`config.mk`:
```
export PLATFORM = sky130hd
export DESIGN_NAME = reg_bank_rw_flat
export DESIGN_NICKNAME = d
export VERILOG_FILES = /design/src/rtl/reg_bank_rw_if.sv /design/src/rtl/reg_bank_rw.sv /design/src/flat_wrapper.sv
export SDC_FILE = /design/constraint.sdc
export NUM_CORES = 1
export LEC_CHECK = 0
export BUFFER_PORTS_ARGS = -buffer_cell sky130_fd_sc_hd__buf_2
export CORE_MARGIN = 8
export CORE_UTILIZATION = 29
export DETAILED_ROUTE_END_ITERATION = 12
export SLEW_MARGIN = 10
export SYNTH_ARGS = -nofsm -noshare
export SYNTH_HDL_FRONTEND = slang
export SYNTH_SLANG_ARGS = --single-unit
```
`constraint.sdc`:
```
create_clock -name clk -period 2.65 [get_ports clk]
set_input_delay 0.265 -clock clk [delete_from_list [all_inputs] [get_ports clk]]
set_output_delay 0.265 -clock clk [all_outputs]
set_load 0.02 [all_outputs]
```
`src/rtl/reg_bank_rw_if.sv`:
```
// Bus between decode/PC logic and the register bank: write port, two read ports, PC port.
// master = decode side, slave = register bank.
interface reg_bank_rw_if #(
    parameter int W = 32,
    parameter int A = 4
);
    logic           we;
    logic [A-1:0]   wa;
    logic [W-1:0]   wd;
    logic [W/8-1:0] wbe;
    logic [A-1:0]   ra1;
    logic [A-1:0]   ra2;
    logic           rd_en;
    logic [W-1:0]   rd1;
    logic [W-1:0]   rd2;
    logic           pc_we;
    logic [W-1:0]   pc_in;
    logic [W-1:0]   pc_out;

    modport master (
        output we, wa, wd, wbe, ra1, ra2, rd_en, pc_we, pc_in,
        input  rd1, rd2, pc_out
    );

    modport slave (
        input  we, wa, wd, wbe, ra1, ra2, rd_en, pc_we, pc_in,
        output rd1, rd2, pc_out
    );
endinterface

```
`src/rtl/reg_bank_rw.sv`:
```
// Multi-entry register bank: byte-lane write port, two read ports, PC in the top entry,
// optional write-to-read bypass and optional held read registers.
module reg_bank_rw #(
    parameter int W       = 32,
    parameter int A       = 4,
    parameter int BYPASS  = 1,
    parameter int REG_OUT = 0
) (
    input  logic          clk,
    input  logic          reset,
    reg_bank_rw_if.slave  bus
);
    localparam int N  = 2 ** A;
    localparam int NB = W / 8;
    localparam logic [A-1:0] PC_ADDR = A'(N - 1);

    logic [W-1:0] mem_q [N];
    logic [W-1:0] wmask;
    logic [W-1:0] wa_base;
    logic [W-1:0] wr_val;
    logic [W-1:0] pc_next;
    logic [W-1:0] f1;
    logic [W-1:0] f2;
    logic         gen_we;
    logic         pc_we_g;
    logic         wa_is_pc;

    // While reset is low nothing is written, so the bypass must not leak pending data either.
    assign gen_we   = bus.we & reset;
    assign pc_we_g  = bus.pc_we & reset;
    assign wa_is_pc = (bus.wa == PC_ADDR);

    always_comb begin
        wmask = '0;
        for (int k = 0; k < NB; k++) begin
            wmask[8*k +: 8] = {8{bus.wbe[k]}};
        end
    end

    // On a PC collision the unenabled lanes come from pc_in rather than the stored PC.
    assign wa_base = (pc_we_g && wa_is_pc) ? bus.pc_in : mem_q[bus.wa];
    assign wr_val  = (bus.wd & wmask) | (wa_base & ~wmask);

    always_comb begin
        pc_next = mem_q[N-1];
        if (gen_we && wa_is_pc) begin
            pc_next = wr_val;
        end else if (pc_we_g) begin
            pc_next = bus.pc_in;
        end
    end

    always_ff @(posedge clk or negedge reset) begin
        if (!reset) begin
            for (int i = 0; i < N; i++) begin
                mem_q[i] <= '0;
            end
        end else begin
            for (int i = 0; i < N - 1; i++) begin
                if (gen_we && bus.wa == A'(i)) begin
                    mem_q[i] <= wr_val;
                end
            end
            mem_q[N-1] <= pc_next;
        end
    end

    always_comb begin
        f1 = mem_q[bus.ra1];
        f2 = mem_q[bus.ra2];
        if (BYPASS != 0) begin
            if (bus.ra1 == PC_ADDR) begin
                f1 = pc_next;
            end else if (gen_we && bus.ra1 == bus.wa) begin
                f1 = wr_val;
            end
            if (bus.ra2 == PC_ADDR) begin
                f2 = pc_next;
            end else if (gen_we && bus.ra2 == bus.wa) begin
                f2 = wr_val;
            end
        end
    end

    generate
        if (REG_OUT != 0) begin : g_reg_out
            logic [W-1:0] rd1_q;
            logic [W-1:0] rd2_q;

            always_ff @(posedge clk or negedge reset) begin
                if (!reset) begin
                    rd1_q <= '0;
                    rd2_q <= '0;
                end else if (bus.rd_en) begin
                    rd1_q <= f1;
                    rd2_q <= f2;
                end
            end

            assign bus.rd1 = rd1_q;
            assign bus.rd2 = rd2_q;
        end else begin : g_comb_out
            assign bus.rd1 = f1;
            assign bus.rd2 = f2;
        end
    endgenerate

    assign bus.pc_out = mem_q[N-1];
endmodule

```
`src/flat_wrapper.sv`:
```
// flat-port wrapper written by rule: the top's interface ports become plain ports
module reg_bank_rw_flat 
#(
    parameter int W       = 32,
    parameter int A       = 4,
    parameter int BYPASS  = 1,
    parameter int REG_OUT = 0
)
  (clk, reset, bus_we, bus_wa, bus_wd, bus_wbe, bus_ra1, bus_ra2, bus_rd_en, bus_pc_we, bus_pc_in, bus_rd1, bus_rd2, bus_pc_out);
  reg_bank_rw_if #(.W(W), .A(A)) bus_i ();
  input  logic clk;
  input  logic reset;
  input wire logic [$bits(bus_i.we)-1:0] bus_we;
  input wire logic [$bits(bus_i.wa)-1:0] bus_wa;
  input wire logic [$bits(bus_i.wd)-1:0] bus_wd;
  input wire logic [$bits(bus_i.wbe)-1:0] bus_wbe;
  input wire logic [$bits(bus_i.ra1)-1:0] bus_ra1;
  input wire logic [$bits(bus_i.ra2)-1:0] bus_ra2;
  input wire logic [$bits(bus_i.rd_en)-1:0] bus_rd_en;
  input wire logic [$bits(bus_i.pc_we)-1:0] bus_pc_we;
  input wire logic [$bits(bus_i.pc_in)-1:0] bus_pc_in;
  output wire logic [$bits(bus_i.rd1)-1:0] bus_rd1;
  output wire logic [$bits(bus_i.rd2)-1:0] bus_rd2;
  output wire logic [$bits(bus_i.pc_out)-1:0] bus_pc_out;
  assign bus_i.we = bus_we;
  assign bus_i.wa = bus_wa;
  assign bus_i.wd = bus_wd;
  assign bus_i.wbe = bus_wbe;
  assign bus_i.ra1 = bus_ra1;
  assign bus_i.ra2 = bus_ra2;
  assign bus_i.rd_en = bus_rd_en;
  assign bus_i.pc_we = bus_pc_we;
  assign bus_i.pc_in = bus_pc_in;
  assign bus_rd1 = bus_i.rd1;
  assign bus_rd2 = bus_i.rd2;
  assign bus_pc_out = bus_i.pc_out;
  reg_bank_rw #(.W(W), .A(A), .BYPASS(BYPASS), .REG_OUT(REG_OUT)) u_core (.clk(clk), .reset(reset), .bus(bus_i));
endmodule
```
# --- After elaboration in Yosys (flattened, before gate mapping) ---
# Index checks and enable logic that the tools add are counted.
totals:
  register_bits: 512
  inputBits: 85
  wordCells: 83
classes:
  order_cmp: 3
  n_eq_ne: 19
  mux: 16
  bitwise: 9
  reduce_logical: 20
ops:
  columns: ["cell", "count"]
  rows:
  - ["$mux 32", 13]
  - ["$bmux 32 s4", 3]
  - ["$and 32x32->32", 2]
  - ["$eq 4x4->1 const B", 10]
  - ["$not 32->32", 1]
  - ["$or 32x32->32", 1]
  - ["$logic_and 1x1->1", 19]
  - ["$eq 4x3->1 const B", 4]
  - ["$ge 5x5->1 const B", 3]
  - ["$not 4->5", 3]
  - ["$eq 4x2->1 const B", 2]
  - ["$eq 4x4->1", 2]
  - ["$eq 4x1->1 const B", 1]
  - ["$logic_not 4->1", 1]
  - ["$and 1x1->1", 2]

# --- Longest topological paths before layout ---
depth:
  word_depth: 9
  depth_mapped: 11

# --- Least setup slack after synthesis ---
# No wires, ideal clock.
synth_timing:
  kind: "input to output"
  from: "input port bus_wa[2]"
  to: "output port bus_rd1[15]"
  arrival_time_ns: 2.298
  t_required_ns: 2.385
  setup_slack_ns: 0.087
  path_stages: 9
  cell_sequence: "buf_2 or3b_1 buf_2 buf_6 o22ai_1 nor4_1 a221o_1 mux2_2 o221ai_1"
synth_via:
  elab_chain_len: 9
  elab_cells_between_ends: 15
  cone_classes: "eq/ne (2); mux (7); bitwise (3); reduce/logical (3)"
synth_rtl:
  columns: ["element", "line", "text"]
  rows:
  - ["start: declaration", "flat_wrapper.sv:14", "input wire logic [$bits(bus_i.wa)-1:0] bus_wa;"]
  - ["$not 4->5 (not written as such)", "reg_bank_rw.sv:41", "assign wa_base = (pc_we_g && wa_is_pc) ? bus.pc_in : mem_q[bus.wa];"]
  - ["$bmux 32 s4", "reg_bank_rw.sv:41", null]
  - ["$mux 32 (not written as such) (2 in a row)", "reg_bank_rw.sv:41", null]
  - ["$mux 32", "reg_bank_rw.sv:41", null]
  - ["$and 32x32->32", "reg_bank_rw.sv:42", "assign wr_val = (bus.wd & wmask) | (wa_base & ~wmask);"]
  - ["$or 32x32->32", "reg_bank_rw.sv:42", null]
  - ["$mux 32, on equally long branches", "reg_bank_rw.sv:74, reg_bank_rw.sv:46", null]
  - ["$mux 32 (*)", "reg_bank_rw.sv:72", "if (bus.ra1 == PC_ADDR) begin"]
  - ["end: declaration", "flat_wrapper.sv:22", "output wire logic [$bits(bus_i.rd1)-1:0] bus_rd1;"]
# Mark *: on every way between the ends. The rest lies on a longest branch, timed or not. The select of a mux whose other input is x is not followed.

# --- Worst setup path in the final report ---
layout_timing:
  from: "register u_core.mem_q[107] in the netlist's numbering"
  to: "output port bus_rd1[11]"
layout_via:
  elab_chain_len: 8
  elab_cells_between_ends: 12
  cone_classes: "mux (10); bitwise (2)"
layout_rtl:
  columns: ["element", "line", "text"]
  rows:
  - ["start: declaration", "reg_bank_rw.sv:17", "logic [W-1:0] mem_q [N];"]
  - ["start signal: indexed assignment", "reg_bank_rw.sv:61", "mem_q[i] <= wr_val;"]
  - ["start signal: indexed assignment", "reg_bank_rw.sv:64", "mem_q[N-1] <= pc_next;"]
  - ["$bmux 32 s4", "reg_bank_rw.sv:41", null]
  - ["$mux 32 (not written as such) (2 in a row)", "reg_bank_rw.sv:41", null]
  - ["$mux 32", "reg_bank_rw.sv:41", null]
  - ["$and 32x32->32", "reg_bank_rw.sv:42", null]
  - ["$or 32x32->32", "reg_bank_rw.sv:42", null]
  - ["$mux 32, on equally long branches", "reg_bank_rw.sv:74, reg_bank_rw.sv:46", null]
  - ["$mux 32 (*)", "reg_bank_rw.sv:72", null]
# Marks and branches as above.

==> results.cfg <==
[run_status]
outcome = complete, but fails checks
violations = negative setup slack

[sta]
max_freq_ghz = 0.346
whs_ns = 0.0641
worstMarginPinSlew_ns = 0.924
fin_skew_ns = 0.0358
final_hold_viol_count = 0
maxSlewHeadroom_pct = 38.4
fin_crit_sh_pct = 109
drv_slew = 0
fin_setup_tns_ns = -4.81
rsz0062_at_grt = true
min_period_ns = 2.89
fin_ws_ns = -0.241
setup_violations = 46

[final_layout]
nNetsFinal = 3577
area_growth_pct = 30.8
fin_util_pct = 38.2
layout_common_cells = dfrtp_1 (506), buf_4 (388), a21oi_1 (375), nor2_1 (325), mux4_2 (289)
stdcell_area_um2 = 42800
final_common_cell = dfrtp_1
drive_gt1_share_pct = 37.6

[synth]
synthDistinctLibCells = 43
synth_cells = 3118
synth_edf_count = 0
yosys_warnings = 0
async_flop_share_pct = 100
ys_top_cells_by_area = dfrtp_1 (39%), mux4_2 (20%), mux2i_1 (8.8%), a21oi_1 (5.9%), nor2_1 (3.7%)
synth.cell_area_um2 = 32700
synth_top_area_cell = dfrtp_1
avgSynthCellArea_um2 = 10.5
synth_nets = 3203
seq_area_frac_synth_pct = 39.1
ys_seq_elements = 512
synth_top_area_share_pct = 39.1
synth_ff_type = dfrtp_1

[clock_network]
cts_root_buffer = clkbuf_16
numCtsBuffers = 55
cts_tree = done
clkLatencyLatePin_ns = 0.65
cts_max_level = 2
clockBufferDepth = 3
cts.sinks = 512
clk_pin_slew_ns = 0.06

[power]
peakVddDrop_mv = 0.535
combPwrFrac_pct = 35.0
switching_share_pct = 33.6
p_int_mw = 20.5
pwr_density_cell_nw_per_um2 = 719
p_leak_nw = 18.3
pwr-share-seq_pct = 37.5
power.share.clock_pct = 27.5
p_sw_mw = 10.4

[worst_setup_path]
cp-start-kind = register
worst_ep_required_time_ns = 2.38
crit_arrival_ns = 2.63
critPathMaxStageDelay_ns = 0.40
rr_endpoint = u_core.mem_q[383]$_DFFE_PN0P_
cp_max_fo = 2
r2r_slack_ns = 0.57
path_buf_inv = 2
crit_family = compound AO/OA/AOI/OAI gates
rr_worst_depth = 7
path_class = reg -> out
cpMostUsedCell = buf_6
path_cells = mux4_2, a2bb2oi_2, nand3_2, a221o_1, mux2_4, o221ai_4, buf_6, buf_6
cp.depth = 8
reg2reg_from = u_core.bus.pc_out[31]$_DFF_PN0_
cp-end-kind = primary output
cpMaxStageDelayCell = dfrtp_1

[job]
drv_cap = 0

[routing]
drt_wl_total_um = 133000
num_vias = 29000
drc = 0
wire_per_inst_um = 26.3
drt_first_pass_iters = 6
antenna_left = 0
viasPerCell = 5.76
drt-initial-drc-count = 3098

[worst_hold_path]
worstHoldStart = bus_pc_in[30]
min_to = u_core.bus.pc_out[30]$_DFF_PN0_
min_path_type = in -> reg
holdPathStages = 3

[floorplanning]
rows = 123
initial_core_util_pct = 29.2
ioPinCount = 181
die_y_um = 352
core_um2 = 112000
fp.dieW_um = 352
dieArea_um2 = 124000

[placement]
gp_congestion = 0.860
dp.final_hpwl_um = 86400
place.port_buffers = 179
dpl_cell_area_um2 = 37400

[grt]
grt_max_degree = 172
grt_usage_pct = 20.3
grt_pass1_wl_um = 194000
grt-ovfl-total = 0
first_global_vias = 29100
antenna_found_initial = 8
-- cell usage after synthesis (all sizes together) (4+ instances only) --
cell	n
inv	62
nand2	249
a221o	30
mux4	289
a221oi	11
o221ai	63
xnor2	6
mux2	32
nand3	22
buf	161
a2bb2oi	19
a211oi	65
nor4	31
o22ai	65
nor3	41
nor2b	66
o21ai	174
nor2	327
mux2i	287
nand2b	8
clkbuf	192
a21oi	385
dfrtp	512
nand4	4
-- flip-flops by register name, indices dropped and copies added (netlist names) --
register	count
u_core.bus.pc_out	32
u_core.mem_q	480
-- worst min-delay path, cell delays in order --
cell     delay, ns
buf_2         0.10
mux2i_1       0.11
mux2i_1       0.17
-- cell families after synthesis --
kind of cell	after synthesis	synth area share, %
mux	608	29.7
compound gates	814	14.9
xor+xnor	8	0.214
flops	512	39.1
buf+inv	415	5.91
simple gates	761	10.1
-- power groups by stage --
| stage | Combinational, mW | Sequential, mW | Clock [mW] |
|---|---|---|---|
| 6_report | 10.8 | 11.6 | 8.48 |
| 5_1_grt | 11.6 | 11.7 | 8.87 |
| 4_1_cts | 10.2 | 11.5 | 8.60 |
| 3_5_place_dp | 8.67 | 11.7 | 0 |
| 3_3_place_gp | 8.50 | 11.6 | 0 |
| 2_1_floorplan | 6.31 | 11.0 | 0 |
-- final cells by class --
class / instances / area, µm²
inverters: 62 / 233
flip-flops and latches: 512 / 12800
repair buffers: 670 / 6190
diodes: 5 / 12.5
well taps: 1500 / 1880
clock inverters: 18 / 308
clock buffers: 83 / 1660
multi-input cells: 2191 / 19700
fillers: 10800 / 69300
-- stage by stage --
step,setup WS (ns),power [mW],instances
2_1_floorplan,0.0870,17.3,3118
3_3_place_gp,-0.300,20.1,4769
3_5_place_dp,-0.291,20.4,4769
4_1_cts,-0.296,30.3,4997
5_1_grt,-0.319,32.2,5036
6_report,-0.241,30.8,5041
-- per-layer routing --
| layer | part of all wire, % | vias to the layer above | GRT usage [%] |
|---|---|---|---|
| li1 | - | 12400 | - |
| met1 | 40 | 14600 | 26.5 |
| met2 | 45 | 1640 | 30.9 |
| met3 | 9.8 | 386 | 5.30 |
| met4 | 5.6 | 8 | 10.8 |
| met5 | 0.041 | - | 0 |
-- how the worst max path moves through the flow --
stage,from,to
floorplan,bus_wa[2],bus_rd1[15]
global placement,bus_wa[1],bus_rd2[12]
detailed placement,bus_wa[0],bus_rd1[12]
CTS,u_core.mem_q[397]$_DFFE_PN0P_,bus_rd1[13]
global route,u_core.mem_q[462]$_DFFE_PN0P_,bus_rd1[14]
finish,u_core.mem_q[107]$_DFFE_PN0P_,bus_rd1[11]
-- timing repair --
action | 4_1_cts | 5_1_grt
cloned | 0 | 2
hold endpoints to repair | 256 | 0
buffers inserted | 134 | 51
pin swaps | 132 | 91
resized for setup | 332 | 128
hold buffers | 1 | 0
setup endpoints to repair | 64 | 109
Note: power is estimated with default switching activity, not from simulation.
